$ cat config.mk
export PLATFORM = sky130hd
export DESIGN_NAME = ps2_scan_filter
export DESIGN_NICKNAME = d
export VERILOG_FILES = /design/src/rtl/bytetype_pkg.sv /design/src/rtl/ps2_scan_filter.sv
export SDC_FILE = /design/constraint.sdc
export NUM_CORES = 1
export LEC_CHECK = 0
export ABC_AREA = 1
export CAP_MARGIN = 20
export CORE_UTILIZATION = 29
export CTS_CLUSTER_SIZE = 30
export DETAILED_ROUTE_END_ITERATION = 10
export MAX_ROUTING_LAYER = met4
export PLACE_DENSITY = 0.68
export SKIP_CTS_REPAIR_TIMING = 1
export SYNTH_ARGS = -nofsm -noshare
export SYNTH_HDL_FRONTEND = slang
export SYNTH_SLANG_ARGS = --single-unit
export TNS_END_PERCENT = 10
$ cat constraint.sdc
create_clock -name clk -period 1.4 [get_ports clk]
set_input_delay 0.28 -clock clk [delete_from_list [all_inputs] [get_ports clk]]
set_output_delay 0.28 -clock clk [all_outputs]
set_load 0.02 [all_outputs]
$ cat src/rtl/bytetype_pkg.sv
`default_nettype none
// +----------------------------------------------------------------------------+
// | Package     : bytetype_pkg                                                 |
// | Description : Shared state encoding, PS/2 prefix bytes and ASCII bounds   |
// |               used by the typing checker.                                  |
// | Revision    : 1.0 - initial release                                        |
// +----------------------------------------------------------------------------+
package bytetype_pkg;

    typedef enum logic [2:0] {
        IDLE     = 3'd0,
        FETCH    = 3'd1,
        LOAD     = 3'd2,
        WAIT_KEY = 3'd3,
        DONE     = 3'd4
    } state_t;

    localparam logic [7:0] PS2_BREAK = 8'hF0;
    localparam logic [7:0] PS2_EXT   = 8'hE0;
    localparam logic [6:0] ASCII_LO  = 7'd97;
    localparam logic [6:0] ASCII_HI  = 7'd122;

    // Only lowercase letters have a meaningful scan code in the LUT.
    function automatic logic is_lower(input logic [6:0] c);
        return (c >= ASCII_LO) && (c <= ASCII_HI);
    endfunction

endpackage
`default_nettype wire

$ cat src/rtl/ps2_scan_filter.sv
`default_nettype none
// +----------------------------------------------------------------------------+
// | Module      : ps2_scan_filter                                              |
// | Description : Strips F0/E0 prefixed sequences and holds one early make     |
// |               code until the checker is ready to compare it.               |
// | Revision    : 1.0 - initial release                                        |
// +----------------------------------------------------------------------------+
module ps2_scan_filter
    import bytetype_pkg::*;
(
    input  logic       clk,
    input  logic       reset,
    input  logic       active,
    input  logic       hold,
    input  logic       consume,
    input  logic       clear,
    input  logic       scan_valid,
    input  logic [7:0] scan_code,
    output logic       make_valid,
    output logic [7:0] make_code
);

    logic       r_brk;
    logic       r_ext;
    logic       r_pend_v;
    logic [7:0] r_pend_code;
    logic       w_is_brk;
    logic       w_is_ext;
    logic       w_new_make;

    assign w_is_brk   = (scan_code == PS2_BREAK);
    assign w_is_ext   = (scan_code == PS2_EXT);
    assign w_new_make = active && scan_valid && !w_is_brk && !w_is_ext && !r_brk && !r_ext;

    // A fresh make code takes priority over a stale pending one.
    assign make_valid = consume && (w_new_make || r_pend_v);
    assign make_code  = w_new_make ? scan_code : r_pend_code;

    always_ff @(posedge clk) begin
        if (reset) begin
            r_brk       <= 1'b0;
            r_ext       <= 1'b0;
            r_pend_v    <= 1'b0;
            r_pend_code <= 8'h00;
        end else begin
            if (active && scan_valid) begin
                if (w_is_brk) begin
                    r_brk <= 1'b1;
                end else if (w_is_ext) begin
                    r_ext <= 1'b1;
                end else begin
                    r_brk <= 1'b0;
                    r_ext <= 1'b0;
                end
            end
            if (clear || consume) begin
                r_pend_v <= 1'b0;
            end else if (hold && w_new_make) begin
                r_pend_v    <= 1'b1;
                r_pend_code <= scan_code;
            end
        end
    end

endmodule
`default_nettype wire

== Yosys cells after proc, flatten, opt, wreduce, memory -nomap -nowiden ==
Cells that the tools add are included.
Widths: inputs -> output; s select.
Storage, ports and cells
  register bits after elaboration: 11
  output and inout port bits: 9
Cells by class
  muxes and demuxes: 4
  equal/unequal tests: 3
  bitwise logic cells: 2
  reduce and logical (&&, ||, !) cells: 17
Operator list (number)
  $eq 8x8->1 const B: 2
  $mux 8: 1
  $logic_and 1x1->1: 7
  $reduce_and 2->1: 3
  $logic_not 1->1: 4
  $mux 1: 3
  $logic_or 1x1->1: 2
  $ne 2x2->1 const B: 1
  $not 1->1: 2
  $reduce_or 2->1: 1

== Logic depth before layout (Yosys ltp) ==
Gate-level depths: netlist of run 1.
  word-level depth: 8
  mapped depth: 10

== Worst setup path after synthesis of run 1 ==
Ideal clock, no wire load.
  path type: input to output
  start: in scan_code[7]
  end: out make_code[0]
  stages on the path: 8
  setup slack: -0.154 ns
  arrival: 1.274 ns
  cells stage by stage: nand2_1 -> inv_1 -> nand2_1 -> nor2_2 -> nor2_4 -> nand3_2 -> buf_6 -> a21oi_1
Between the ends
  word-level cells in the longest chain between the ends: 7
  elaborated cells on any way between the ends: 9
  those cells by class: eq/ne: 2; mux: 1; reduce/logical: 6
Ends and longest elaborated chain
  from (decl): RTL line ps2_scan_filter.sv:18  | input logic [7:0] scan_code,
  $eq 8x8->1: RTL line ps2_scan_filter.sv:31  | assign w_is_brk = (scan_code == PS2_BREAK);
  $logic_not 1->1: RTL line ps2_scan_filter.sv:33  | assign w_new_make = active && scan_valid && !w_is_brk && !w_is_ext && !r_brk && !r_ext;
  $logic_and 1x1->1: RTL line ps2_scan_filter.sv:33
  $logic_and 1x1->1 (*) (3 in a row): RTL line ps2_scan_filter.sv:33
  $mux 8 (*): RTL line ps2_scan_filter.sv:37  | assign make_code = w_new_make ? scan_code : r_pend_code;
  to (decl): RTL line ps2_scan_filter.sv:20  | output logic [7:0] make_code
Every way passes the cells marked *; elsewhere a longest branch is shown, timed or not.

== Worst setup path after layout of run 1 ==
  start: in scan_code[6]
  end: out make_code[2]
The elaborated chain is that of the path after synthesis.

==> summary.txt, run 1 <==
Status: complete, but fails checks
Failing checks: setup timing
DP Worst Slack: -1.131 ns
Post-Syn Area: 638.1 um2
Die width: 48.91 um
Top cells by area, synth: dfxtp_1, nor2_1, nand2_1
Yosys top cell area share: 34.51%
DRC Markers: 0
Gr ovfl total: 0
Min cycle time layout: 1.670 ns
Worst path slowest cell: nor2_4
CTS Root Cell: clkbuf_4
Diodes inserted: 0
Core area: 2022 um2
Layout area overhead: 98.04%
Fillers: 178
Worst skew pair latency: 0.26 ns
Clock transition at path regs: 0.07 ns
Vias: 747
Achievable frequency: 598.7 MHz
Die area: 2392 um2
RR Endpoint: r_pend_code[7]$_SDFFE_PP0P_
Crit path from: scan_code[6]
Largest fanout on the critical path: 8
Initial antenna violation count: 0
Rel. slew slack: 82.16%
Worst-path cell chain: buf_6 -> nand2_2 -> inv_2 -> nand2_2 -> nor2_4 -> nor2_4 -> nand3_4 -> buf_6 -> a21oi_4 -> buf_6
Die Y: 48.91 um
Most Frequent Cell on Critical Path: buf_6
Worst Skew: 0.001505 ns
Clock sink total: 11
Worst setup endpoint: make_code[2]
Static Leak: 0.6276 nW
Worst vdd ir: 377.8 uV
Fin area: 1264 um2
HP Class: in2reg
Total routed wirelength: 1.722 mm
Path depth of the worst reg2reg path: 6
Clk buf depth: 2
Port buffer count: 23
CP Class: in2out
Yosys cell types: 19
Worst Tran Pin Value: 0.2671 ns
Routability cong.: 0.7239
Period utilization: 119.3%
Maxcap violations: 0
Worst Path Required: 1.12 ns
Largest net degree at the start of global routing: 18
Register area: 221.5 um2
DPL Wire Length: 1.205 mm
CTS tree: yes
P per Cell Area: 654.4 nW/um2
Multi-input logic area: 501.7 um2
Critical path arrival: 1.39 ns
Leading cell type in the layout, fill and taps excluded: nor2_1
Drt wl/cell: 9.840 um
Worst path max stage delay: 0.17 ns
Startpoint Class: primary input
Final setup vio count: 16
Drt pass-1 iters: 4
DR vias/cell: 4.269
Post-route ant nets: 0
H-Tree Depth: 1
Worst Slack Setup Final: -0.2702 ns
GRT Overall Usage: 13.86%
Sequential-to-total area share from yosys stat: 34.51%
TritonCTS Buffers: 3
Yosys reg bits: 11
Site Rows: 16
Placed cell areas: 1127 um2
Final #Nets: 164
Element type at the critical path end: output pin
R2r setup slk: 0.05 ns
Yosys synthesis warning count: 0
Wire length of the first global-routing pass: 2.546 mm
Largest area contributor in the netlist: dfxtp_1
Initial core utilization: 31.56%
Avg Inst Size Synth: 6.381 um2
Number of global-route vias before repair: 651
Most frequent cells in the layout: nor2_1, nand2_1, buf_4, buf_6, inv_1
RSZ-0062 raised after global routing: true
Reg-to-reg startpoint: r_brk$_SDFFE_PP0P_
I/O Pins: 24
Share of cells above drive strength 1: 45.27%
Initial DRC count: 4
Max-slew violation count: 0
Syn_nets: 115
Hold Fails Final Rpt: 0
Gate Count Post-Synth: 100
==> metrics by stage <==
stage / utilization [%] / instances / total power (W) / setup TNS (ns) / hold slack [ns]
3_3_place_gp: 55.75 / 166 / 0.0005810 / -13.83 / 0.4380
2_1_floorplan: - / 100 / 0.0004592 / -0.1117 / 0.3491
4_1_cts: 57.05 / 170 / 0.0008012 / -11.07 / 0.4539
6_report: 62.50 / 175 / 0.0008270 / -2.326 / 0.2833
5_1_grt: 62.50 / 175 / 0.0008709 / -4.089 / 0.2968
3_5_place_dp: 55.75 / 166 / 0.0005839 / -13.99 / 0.4369
==> layout make-up <==
class                   count  share of cell area [%]
well taps                  27                   2.673
clock buffers               4                   2.079
multi-input cells          73                   39.70
flip-flops and latches     11                   17.52
repair buffers             45                   33.56
inverters                  15                   4.455
==> critical path, delay by kind of cell <==
family                 cells  cell delay [ns]
buffers and inverters      4             0.43
AO/OA/AOI/OAI              1             0.14
AND/OR/NAND/NOR            5             0.53
==> metal layers <==
| metal | GRT usage (%) | part of all wire (%) |
|---|---|---|
| met5 | - | 0 |
| met2 | 21.06 | 48 |
| met1 | 18.15 | 48 |
| met3 | 2.181 | 3.5 |
| met4 | 5.882 | 0.70 |
==> synthesized netlist by cell type (all sizes together) <==
| cell type | n |
|---|---|
| a21boi | 1 |
| a21oi | 9 |
| buf | 2 |
| clkinv | 1 |
| dfxtp | 11 |
| inv | 14 |
| nand2 | 22 |
| nand3 | 2 |
| nand4 | 2 |
| nor2 | 32 |
| o21ai | 2 |
| or2 | 2 |
==> sequential cells by signal, indices dropped and copies added (netlist names) <==
signal,cells
r_ext,1
r_pend_code,8
r_brk,1
r_pend_v,1
==> worst min-delay path by stage <==
stage / endpoint / slack (ns) / start / cells past startpoint
2_1_floorplan: r_pend_v$_SDFFE_PP0P_ / 0.35 / reset / 1
3_3_place_gp: r_brk$_SDFFE_PP0P_ / 0.44 / r_brk$_SDFFE_PP0P_ / 2
3_5_place_dp: r_brk$_SDFFE_PP0P_ / 0.44 / r_brk$_SDFFE_PP0P_ / 2
4_1_cts: r_brk$_SDFFE_PP0P_ / 0.45 / r_brk$_SDFFE_PP0P_ / 2
5_1_grt: r_pend_code[5]$_SDFFE_PP0P_ / 0.30 / scan_code[5] / 3
6_report: r_pend_code[5]$_SDFFE_PP0P_ / 0.28 / scan_code[5] / 3
==> logic make-up after synthesis <==
| group | Yosys count | share of synthesized area [%] |
|---|---|---|
| AOI/OAI and AO/OA | 12 | 10.39 |
| buffers and inverters | 17 | 12.35 |
| DFF | 11 | 34.51 |
| and+or+nand+nor | 60 | 42.75 |
==> power by group <==
part / internal, W / total, W / switching [W]
registers: 0.000321 / 0.000326 / 0.00000498
logic: 0.000150 / 0.000285 / 0.000134
clock network: 0.000110 / 0.000216 / 0.000106
No activity file was read; power rests on OpenSTA's default activity.
==> run 2: changes to the inputs <==
clock period = 2 ns   (was 1.4 ns; I/O delays follow)
==> run 2 against run 1 <==
Critical path depth unchanged. Critical path type unchanged. Die area stayed put. The run now ends clean. Clock power shrank 31%. Routed wire length down 4.1%. Combinational power is 40% lower.
==> summary.txt, run 2 (synthesized netlist as in run 1, its figures left out) <==
Hold Path Sink: r_pend_code[5]$_SDFFE_PP0P_
Routability cong.: 0.7164 (-1.0%)
Hold path cells: 3 (unchanged)
Die area: 2392 um2 (unchanged)
CTS tree: yes
DPL Wire Length: 1.164 mm (-3.5%)
GRT Overall Usage: 14.19% (+0.33 points)
Reg-to-reg startpoint: r_ext$_SDFFE_PP0N_
TritonCTS Buffers: 3 (unchanged)
Fillers: 196 (+10%)
Worst vdd ir: 254.4 uV (-33%)
Top reg by flops: r_pend_code
Clk buf depth: 2 (unchanged)
Register area: 220.2 um2 (-0.56%)
R2r setup slk: 0.71 ns (+0.66 ns)
Initial antenna violation count: 0 (unchanged)
Largest net degree at the start of global routing: 18 (unchanged)
Final std cells w/o fill: 165 (-5.7%)
Switching power: 0.0001588 W (-35%)
Multi-input logic area: 437.9 um2 (-13%)
Int Power: 0.0003866 W (-33%)
Crit-path leading delay family: simple AND/OR/NAND/NOR gates
Hold Startpoint: scan_code[5]
Share of cells above drive strength 1: 38.41% (-6.9 points)
Worst Tran Pin Value: 0.2774 ns (+0.01029 ns)
Element type at the critical path end: output pin
Vias: 713 (-4.6%)
Final setup vio count: 0 (-16)
DR vias/cell: 4.321 (+1.2%)
RR Endpoint: r_pend_code[1]$_SDFFE_PP0P_
HP Class: in2reg
Period utilization: 95.41%
Max-slew violation count: 0 (unchanged)
Worst path bufs/invs: 3 (-1)
Path depth of the worst reg2reg path: 5 (-1)
Worst path max stage delay: 0.17 ns (about the same)
Worst skew pair latency: 0.26 ns (about the same)
Worst Skew: 0.003315 ns (+0.001810 ns)
Most frequent cells in the layout: nor2_1, nand2_1, buf_4, inv_1, dfxtp_1
Total routed wirelength: 1.652 mm (-4.1%)
Startpoint Class: primary input
Largest register FFs: 8 (unchanged)
Rel. slew slack: 81.39% (-0.77 points)
Gr ovfl total: 0 (unchanged)
Wire length of the first global-routing pass: 2.511 mm (-1.4%)
Maxcap violations: 0 (unchanged)
Min cycle time layout: 1.908 ns
Static Leak: 0.5911 nW (-5.8%)
Achievable frequency: 524.1 MHz
Worst Path Required: 1.60 ns (+0.48 ns)
Worst-path cell chain: dlymetal6s2s_1 -> nor2_2 -> nand2_2 -> nor2_4 -> nor2_4 -> nand3_4 -> buf_6 -> nor2_2 -> a21oi_2 -> buf_4
Drt wl/cell: 10.01 um (+1.7%)
Die width: 48.91 um (unchanged)
Leading cell type in the layout, fill and taps excluded: nor2_1
Initial DRC count: 9 (+5)
Clock sink total: 11 (unchanged)
Die Y: 48.91 um (unchanged)
Number of global-route vias before repair: 641 (-1.5%)
DP Cell Count: 160 (-3.6%)
P per Cell Area: 483.3 nW/um2 (-26%)
H-Tree Depth: 1 (unchanged)
Post-route ant nets: 0 (unchanged)
Hold Fails Final Rpt: 0 (unchanged)
Fin util: 55.82% (-6.7 points)
Initial core utilization: 31.56% (unchanged)
Drt pass-1 iters: 4 (unchanged)
Worst path slowest cell: nor2_2
Overall power: 0.0005454 W (-34%)
Largest fanout on the critical path: 5 (-3)
Critical path arrival: 1.51 ns (+0.12 ns)
Final #Nets: 154 (-6.1%)
Combinational power share: 31.2% (-3.2 points)
Clock share of power: 27.3% (+1.1 points)
DRC Markers: 0 (unchanged)
Core area: 2022 um2 (unchanged)
CP Class: in2out
Net Sw Frac: 29.12% (-0.59 points)
Layout area overhead: 76.86%
Status: completed
Sequential share of power: 41.5% (+2.1 points)
Port buffer count: 23 (unchanged)
Diodes inserted: 0 (unchanged)
Clock transition at path regs: 0.07 ns (about the same)
RSZ-0062 raised after global routing: false
CTS Root Cell: clkbuf_4
Site Rows: 16 (unchanged)
I/O Pins: 24 (unchanged)
run 2: cell count changes in the layout (fill, tap and decap cells not counted), moves of 2 or more:
cell	change
buf_4	+2
nand2_1	+2
a21oi_4	-5
nor2_2	+2
a21oi_2	+5
nor2_1	-4
nor2_4	+2
buf_6	-12
clkbuf_2	-4
dlymetal6s2s_1	+4
run 2: final cells by class:
type,instances,area share [%]
clock buffer,4,2.328
sequential,11,19.51
inverter,15,4.989
timing repair buffer,36,31.37
tap,27,2.993
multi-input combinational,72,38.80
run 2: how the worst max path moves through the flow:
stage | cells after the start | start | slack [ns] | end
after floorplan | 8 | scan_code[7] | 0.21 | make_code[0]
after global placement | 10 | scan_code[3] | -0.72 | make_code[6]
after CTS | 10 | scan_code[3] | -0.78 | make_code[6]
final | 10 | scan_code[0] | 0.09 | make_code[6]
after detailed placement | 10 | scan_code[3] | -0.77 | make_code[6]
after global routing | 10 | scan_code[0] | 0.00007 | make_code[0]
run 2: stage by stage:
step	TNS, ns	area, um2	setup WS (ns)	hold WS, ns
after global placement	-6.050	969.7	-0.7210	0.4330
after detailed placement	-6.400	969.7	-0.7679	0.4534
after global routing	0	1129	0.00006672	0.4753
after CTS	-6.492	996.0	-0.7767	0.4630
after floorplan	0	638.1	0.2056	0.4255
final	0	1129	0.09185	0.4531
run 2: tightest hold or removal path, delay by kind of cell:
kind                   cells  cell delay [ns]
buffers and inverters      1             0.12
AND/OR/NAND/NOR            2             0.16
run 2: routing by layer:
layer / wire length (um) / GRT usage [%] / up-vias
met3: 48 / 1.869 / 2
met4: 19 / 8.824 / 0
li1: - / - / 380
met2: 839 / 23.61 / 17
met5: 0 / - / -
met1: 744 / 16.04 / 314
run 2: power by group through the flow:
stage / clock (W) / sequential, W / combinational [W]
finish: 0.000149 / 0.000226 / 0.000170
global route: 0.000170 / 0.000227 / 0.000182
CTS: 0.000157 / 0.000226 / 0.000146
detailed placement: 0 / 0.000232 / 0.000145
global placement: 0 / 0.000231 / 0.000143
floorplan: 0 / 0.000231 / 0.0000630
